$ cat config.mk
export PLATFORM = sky130hd
export DESIGN_NAME = aes_sub_shifter
export DESIGN_NICKNAME = d
export VERILOG_FILES = /design/src/rtl/aes_sub_shifter.sv
export SDC_FILE = /design/constraint.sdc
export NUM_CORES = 2
export LEC_CHECK = 0
export BUFFER_PORTS_ARGS = -buffer_cell sky130_fd_sc_hd__buf_2
export CORE_MARGIN = 2
export CORE_UTILIZATION = 30
export DETAILED_ROUTE_END_ITERATION = 12
export GPL_ROUTABILITY_DRIVEN = 0
export PLACE_DENSITY_LB_ADDON = 0.25
export SKIP_CTS_REPAIR_TIMING = 1
export SYNTH_ARGS = -nofsm -noshare
export SYNTH_HDL_FRONTEND = slang
export SYNTH_SLANG_ARGS = --single-unit
export TNS_END_PERCENT = 10
$ cat constraint.sdc
create_clock -name Clk -period 20.3 [get_ports Clk]
set_input_delay 0 -clock Clk [delete_from_list [all_inputs] [get_ports Clk]]
set_output_delay 0 -clock Clk [all_outputs]
set_load 0.02 [all_outputs]
$ cat src/rtl/aes_sub_shifter.sv
// aes_sub_shifter: iterative SubBytes+ShiftRows (or InvShiftRows+InvSubBytes)
// stage. It accepts one 128-bit state per handshake and substitutes one column
// per clock through four shared S-box units. The permuted result is held in a
// registered output until the consumer accepts it.
module aes_sub_shifter (
    input  logic         Clk,
    input  logic         Rst,
    input  logic         Encrypt,
    input  logic         In_valid,
    output logic         In_ready,
    input  logic [127:0] Input_block,
    output logic         Out_valid,
    input  logic         Out_ready,
    output logic [127:0] Output_block
);

    typedef enum logic [1:0] {
        ST_IDLE = 2'd0,
        ST_BUSY = 2'd1,
        ST_DONE = 2'd2
    } state_t;

    state_t       state_r;
    state_t       state_s;
    logic [1:0]   col_r;
    logic         enc_r;
    logic [127:0] in_r;
    logic [127:0] out_r;
    logic         out_valid_r;
    logic         in_ready_s;
    logic         accept_s;
    logic [7:0]   sub_s [4];
    logic [1:0]   dst_s [4];

    // GF(2^8) multiply modulo x^8+x^4+x^3+x+1
    function automatic logic [7:0] gf_mul(input logic [7:0] a, input logic [7:0] b);
        logic [7:0] p;
        logic [7:0] aa;
        p  = 8'h00;
        aa = a;
        for (int i = 0; i < 8; i++) begin
            if (b[i]) begin
                p = p ^ aa;
            end else begin
                p = p;
            end
            if (aa[7]) begin
                aa = {aa[6:0], 1'b0} ^ 8'h1b;
            end else begin
                aa = {aa[6:0], 1'b0};
            end
        end
        return p;
    endfunction

    // Multiplicative inverse as b^254 (0 maps to 0 naturally)
    function automatic logic [7:0] gf_inv(input logic [7:0] b);
        logic [7:0] x;
        logic [7:0] r;
        x = gf_mul(b, b);
        r = x;
        for (int i = 0; i < 6; i++) begin
            x = gf_mul(x, x);
            r = gf_mul(r, x);
        end
        return r;
    endfunction

    // Forward affine transform: b ^ rotl1..rotl4 ^ 0x63
    function automatic logic [7:0] fwd_affine(input logic [7:0] b);
        return b ^ {b[6:0], b[7]} ^ {b[5:0], b[7:6]} ^ {b[4:0], b[7:5]}
                 ^ {b[3:0], b[7:4]} ^ 8'h63;
    endfunction

    // Inverse affine transform: rotl1 ^ rotl3 ^ rotl6 ^ 0x05
    function automatic logic [7:0] inv_affine(input logic [7:0] b);
        return {b[6:0], b[7]} ^ {b[4:0], b[7:5]} ^ {b[1:0], b[7:2]} ^ 8'h05;
    endfunction

    // One S-box unit serving both directions around a single field inverter
    function automatic logic [7:0] sub_byte(input logic [7:0] b, input logic enc);
        logic [7:0] pre;
        logic [7:0] t;
        if (enc) begin
            pre = b;
        end else begin
            pre = inv_affine(b);
        end
        t = gf_inv(pre);
        if (enc) begin
            return fwd_affine(t);
        end else begin
            return t;
        end
    endfunction

    assign in_ready_s   = (state_r == ST_IDLE) | ((state_r == ST_DONE) & Out_ready);
    assign accept_s     = In_valid & in_ready_s;
    assign In_ready     = in_ready_s;
    assign Out_valid    = out_valid_r;
    assign Output_block = out_r;

    // Substitute the current captured column and compute each row's shifted destination column
    always_comb begin
        for (int r = 0; r < 4; r++) begin
            sub_s[r] = sub_byte(in_r[{~{col_r, 2'(r)}, 3'b111} -: 8], enc_r);
            if (enc_r) begin
                dst_s[r] = col_r - 2'(r);
            end else begin
                dst_s[r] = col_r + 2'(r);
            end
        end
    end

    // Next-state logic for IDLE / BUSY / DONE sequencing
    always_comb begin
        state_s = state_r;
        case (state_r)
            ST_IDLE: begin
                if (In_valid) begin
                    state_s = ST_BUSY;
                end else begin
                    state_s = ST_IDLE;
                end
            end
            ST_BUSY: begin
                if (col_r == 2'd3) begin
                    state_s = ST_DONE;
                end else begin
                    state_s = ST_BUSY;
                end
            end
            ST_DONE: begin
                if (Out_ready) begin
                    if (In_valid) begin
                        state_s = ST_BUSY;
                    end else begin
                        state_s = ST_IDLE;
                    end
                end else begin
                    state_s = ST_DONE;
                end
            end
            default: begin
                state_s = ST_IDLE;
            end
        endcase
    end

    // State register
    always_ff @(posedge Clk) begin
        if (Rst) begin
            state_r <= ST_IDLE;
        end else begin
            state_r <= state_s;
        end
    end

    // Capture on acceptance, write one substituted column per BUSY cycle, register Out_valid
    always_ff @(posedge Clk) begin
        if (Rst) begin
            in_r        <= 128'h0;
            enc_r       <= 1'b1;
            col_r       <= 2'd0;
            out_r       <= 128'h0;
            out_valid_r <= 1'b0;
        end else begin
            out_valid_r <= (state_s == ST_DONE);
            if (accept_s) begin
                in_r  <= Input_block;
                enc_r <= Encrypt;
                col_r <= 2'd0;
            end else if (state_r == ST_BUSY) begin
                // col parks at 3 in DONE; it only restarts at 0 on the next acceptance
                if (col_r == 2'd3) begin
                    col_r <= col_r;
                end else begin
                    col_r <= col_r + 2'd1;
                end
                for (int r = 0; r < 4; r++) begin
                    out_r[{~{dst_s[r], 2'(r)}, 3'b111} -: 8] <= sub_s[r];
                end
            end else begin
                col_r <= col_r;
            end
        end
    end

endmodule

==> run summary <==
Area leader, netlist: xnor2_1
Die area: 239000 um2
Post-synthesis register bit count: 262
# IOs: 263
Post-synth top flop: dfxtp_1
CTS sink cnt: 262
CP Class: reg -> reg
Layout net count: 9701
Clock Tree Buf Depth: 3
Hold depth: 4
Status: finished, final reports clean
Top cell type's share of synthesized area: 0.191
Reg-to-Reg Start: col_r[0]
R2R cell count: 61
Port Buffers: 262
Register area: 5260 um2
Fin. Hold Viols: 0
Syn_nets: 9544
Syn Inst Count: 9379
Peak fanout along the critical path: 17
Max-cap check violation count: 0
Synth top area cells: xnor2_1 19%, xnor3_1 9.1%, dfxtp_1 7.5%, nor2_1 6.7%, nand2_1 6.3%
Slew @ Worst Pin: 1.30 ns
R2r setup slk: 1.03 ns
Die width: 488 um
Cell variety after synth: 136
Initial antenna violation count: 4
Fmax achieved: 51.9 MHz
Largest net degree at the start of global routing: 89
H-tree levels: 1
Util after Layout: 0.339
Mean cell area of the mapped netlist: 7.51 um2
Fill cells: 24500
WL final: 242000 um
Initial Util: 0.302
DR WL/cell: 19.0 um
Setup violations, final: 0
Max Slew Vio Count: 0
DR pass1 iterations: 6
Critical-path top delay cell: mux4_2
Synthesized area: 70400 um2
Post-synth EDFFs: 0
R2R Path End: Output_block[103]
DP HPWL: 178000 um
DR vias/cell: 5.41
Placed Area: 76000 um2
Data required, critical path: 20.77 ns
Hold WS: 0.128 ns
CTS tree: yes
Clk_lat worst skew: 0.63 ns
Share of cells above drive strength 1: 0.133
Chip height: 488 um
Grt total ovfl: 0
Worst relative slew slack: 0.131
Total GRT Usage: 0.192
Vias in the first global route: 64900
Routed Antenna Nets: 0
Drt drc: 0
Seq/Total Area, Yosys: 0.0745
Crit path DAT: 19.74 ns
Critical hold path startpoint: In_valid
Site row count: 177
Vias: 68600
Core ar.: 233000 um2
Clk pin slew, worst setup/hold paths: 0.08 ns
First-pass GRT wire length: 375000 um
Clk_skew: 0.0159 ns
P&R area growth vs syn: 12.0%
Crit share post-route: 0.949
Area occupied by multi-input gates: 62800 um2
Hold worst-path end: in_r[107]
Asr flop ratio synth: 0
CP max stage delay: 0.71 ns
Startpoint types: flip-flop
Ys Warns: 0
Min-delay worst type: in -> reg
Cts bufs inserted: 29
Minimum clock period after layout: 19.27 ns
RSZ-0062 raised after global routing: yes
Endpoint class of the critical path: flip-flop
Fin area: 78900 um2
Clock Tree Root: clkbuf_16
DRT iter0 DRCs: 6445
## worst max-delay path by stage
stage	start	to	slack, ns	cells after the start
detailed placement	col_r[1]	Output_block[91]	0.39	61
floorplan	col_r[0]	Output_block[15]	2.31	73
global placement	col_r[0]	Output_block[67]	0.69	65
global route	col_r[0]	Output_block[6]	-0.15	61
finish	col_r[0]	Output_block[103]	1.03	61
CTS	col_r[1]	Output_block[91]	0.32	61
## worst max-delay path, delay by kind of cell, from the launching register on
family	cells	cell delay (ns)
and+or+nand+nor	14	3.33
DFF	1	0.59
adders and majority gates	2	0.86
xor gates and xnor gates	30	10.46
muxes	1	0.71
AOI/OAI and AO/OA	10	2.15
buffers and inverters	4	0.93
## cells by family after synthesis
kind of cell,count (synthesis),share of synthesized area
simple gates,3421,0.212
xor+xnor,2510,0.412
compound gates,2046,0.190
buf+inv,749,0.0460
mux,354,0.0591
flops,262,0.0745
fa+ha+maj,37,0.00640
## flip-flops by register name, summed over array words and instances (netlist names)
name	count
in_r	128
Out_valid	1
col_r	2
Output_block	128
state_r	2
enc_r	1
## stage by stage
stage | setup TNS (ns) | std cells | setup slack [ns]
final | 0 | 12700 | 1.03
after global routing | -0.990 | 12700 | -0.148
after CTS | 0 | 12500 | 0.316
after detailed placement | 0 | 12500 | 0.387
after global placement | 0 | 12500 | 0.686
after floorplan | 0 | 9379 | 2.31
## Yosys cell counts, drive strengths merged (27+ instances only)
| library cell | instances |
|---|---|
| nand2 | 1186 |
| mux4 | 37 |
| or2 | 39 |
| a21oi | 604 |
| o22ai | 121 |
| o21a | 58 |
| xor2 | 458 |
| and3 | 54 |
| nand2b | 53 |
| a22oi | 55 |
| a21o | 28 |
| xnor3 | 309 |
| clkbuf | 433 |
| nor4 | 46 |
| o221ai | 41 |
| mux2i | 243 |
| ha | 32 |
| or3 | 68 |
| nand3 | 250 |
| and2 | 59 |
| nand4 | 42 |
| dfxtp | 262 |
| mux2 | 74 |
| a211o | 27 |
| nor3 | 235 |
| buf | 215 |
| nor2b | 45 |
| xor3 | 59 |
| o31ai | 37 |
| o211a | 32 |
| o211ai | 89 |
| a31oi | 68 |
| a211oi | 96 |
| o21ai | 473 |
| inv | 92 |
| nor2 | 1265 |
| xnor2 | 1684 |
## final cells by class
| type | instances | area share |
|---|---|---|
| multi-input combinational | 8368 | 0.796 |
| timing repair buffer | 774 | 0.0699 |
| sequential | 262 | 0.0666 |
| tap | 3132 | 0.0497 |
| clock buffer | 39 | 0.0108 |
| inverter | 101 | 0.00484 |
| clock inverter | 14 | 0.00225 |
| antenna | 3 | 0.0000952 |
## layer usage
metal,global-route usage,vias up,part of all wire
li1,-,32900,-
met1,0.258,33100,0.44
met2,0.330,2261,0.48
met3,0.0128,335,0.054
met4,0.0504,0,0.027
met5,0,-,0
## cell usage in the layout (no fill, tap or decap), types with 40 or more instances in the layout
cell           instances
a211oi_1              90
a21oi_1              601
a22oi_1               54
a31oi_1               67
and2_1                50
and3_1                54
buf_2                261
buf_4                374
dfxtp_1              259
dlygate4sd3_1        137
inv_1                 71
mux2_2                64
mux2i_1              235
nand2_1             1182
nand2b_1              53
nand3_1              249
nand4_1               41
nor2_1              1247
nor2b_1               45
nor3_1               224
nor4_1                45
o211ai_1              88
o21a_1                57
o21ai_0              379
o21ai_1               86
o221ai_1              40
o22ai_1              117
or3_1                 66
xnor2_1             1471
xnor2_2              176
xnor3_1              283
xor2_1               396
xor2_2                53
xor3_1                51
Power is left out: the tool's default activity adds up to more than one toggle a clock period on the data nets, which glitch-free logic cannot reach.
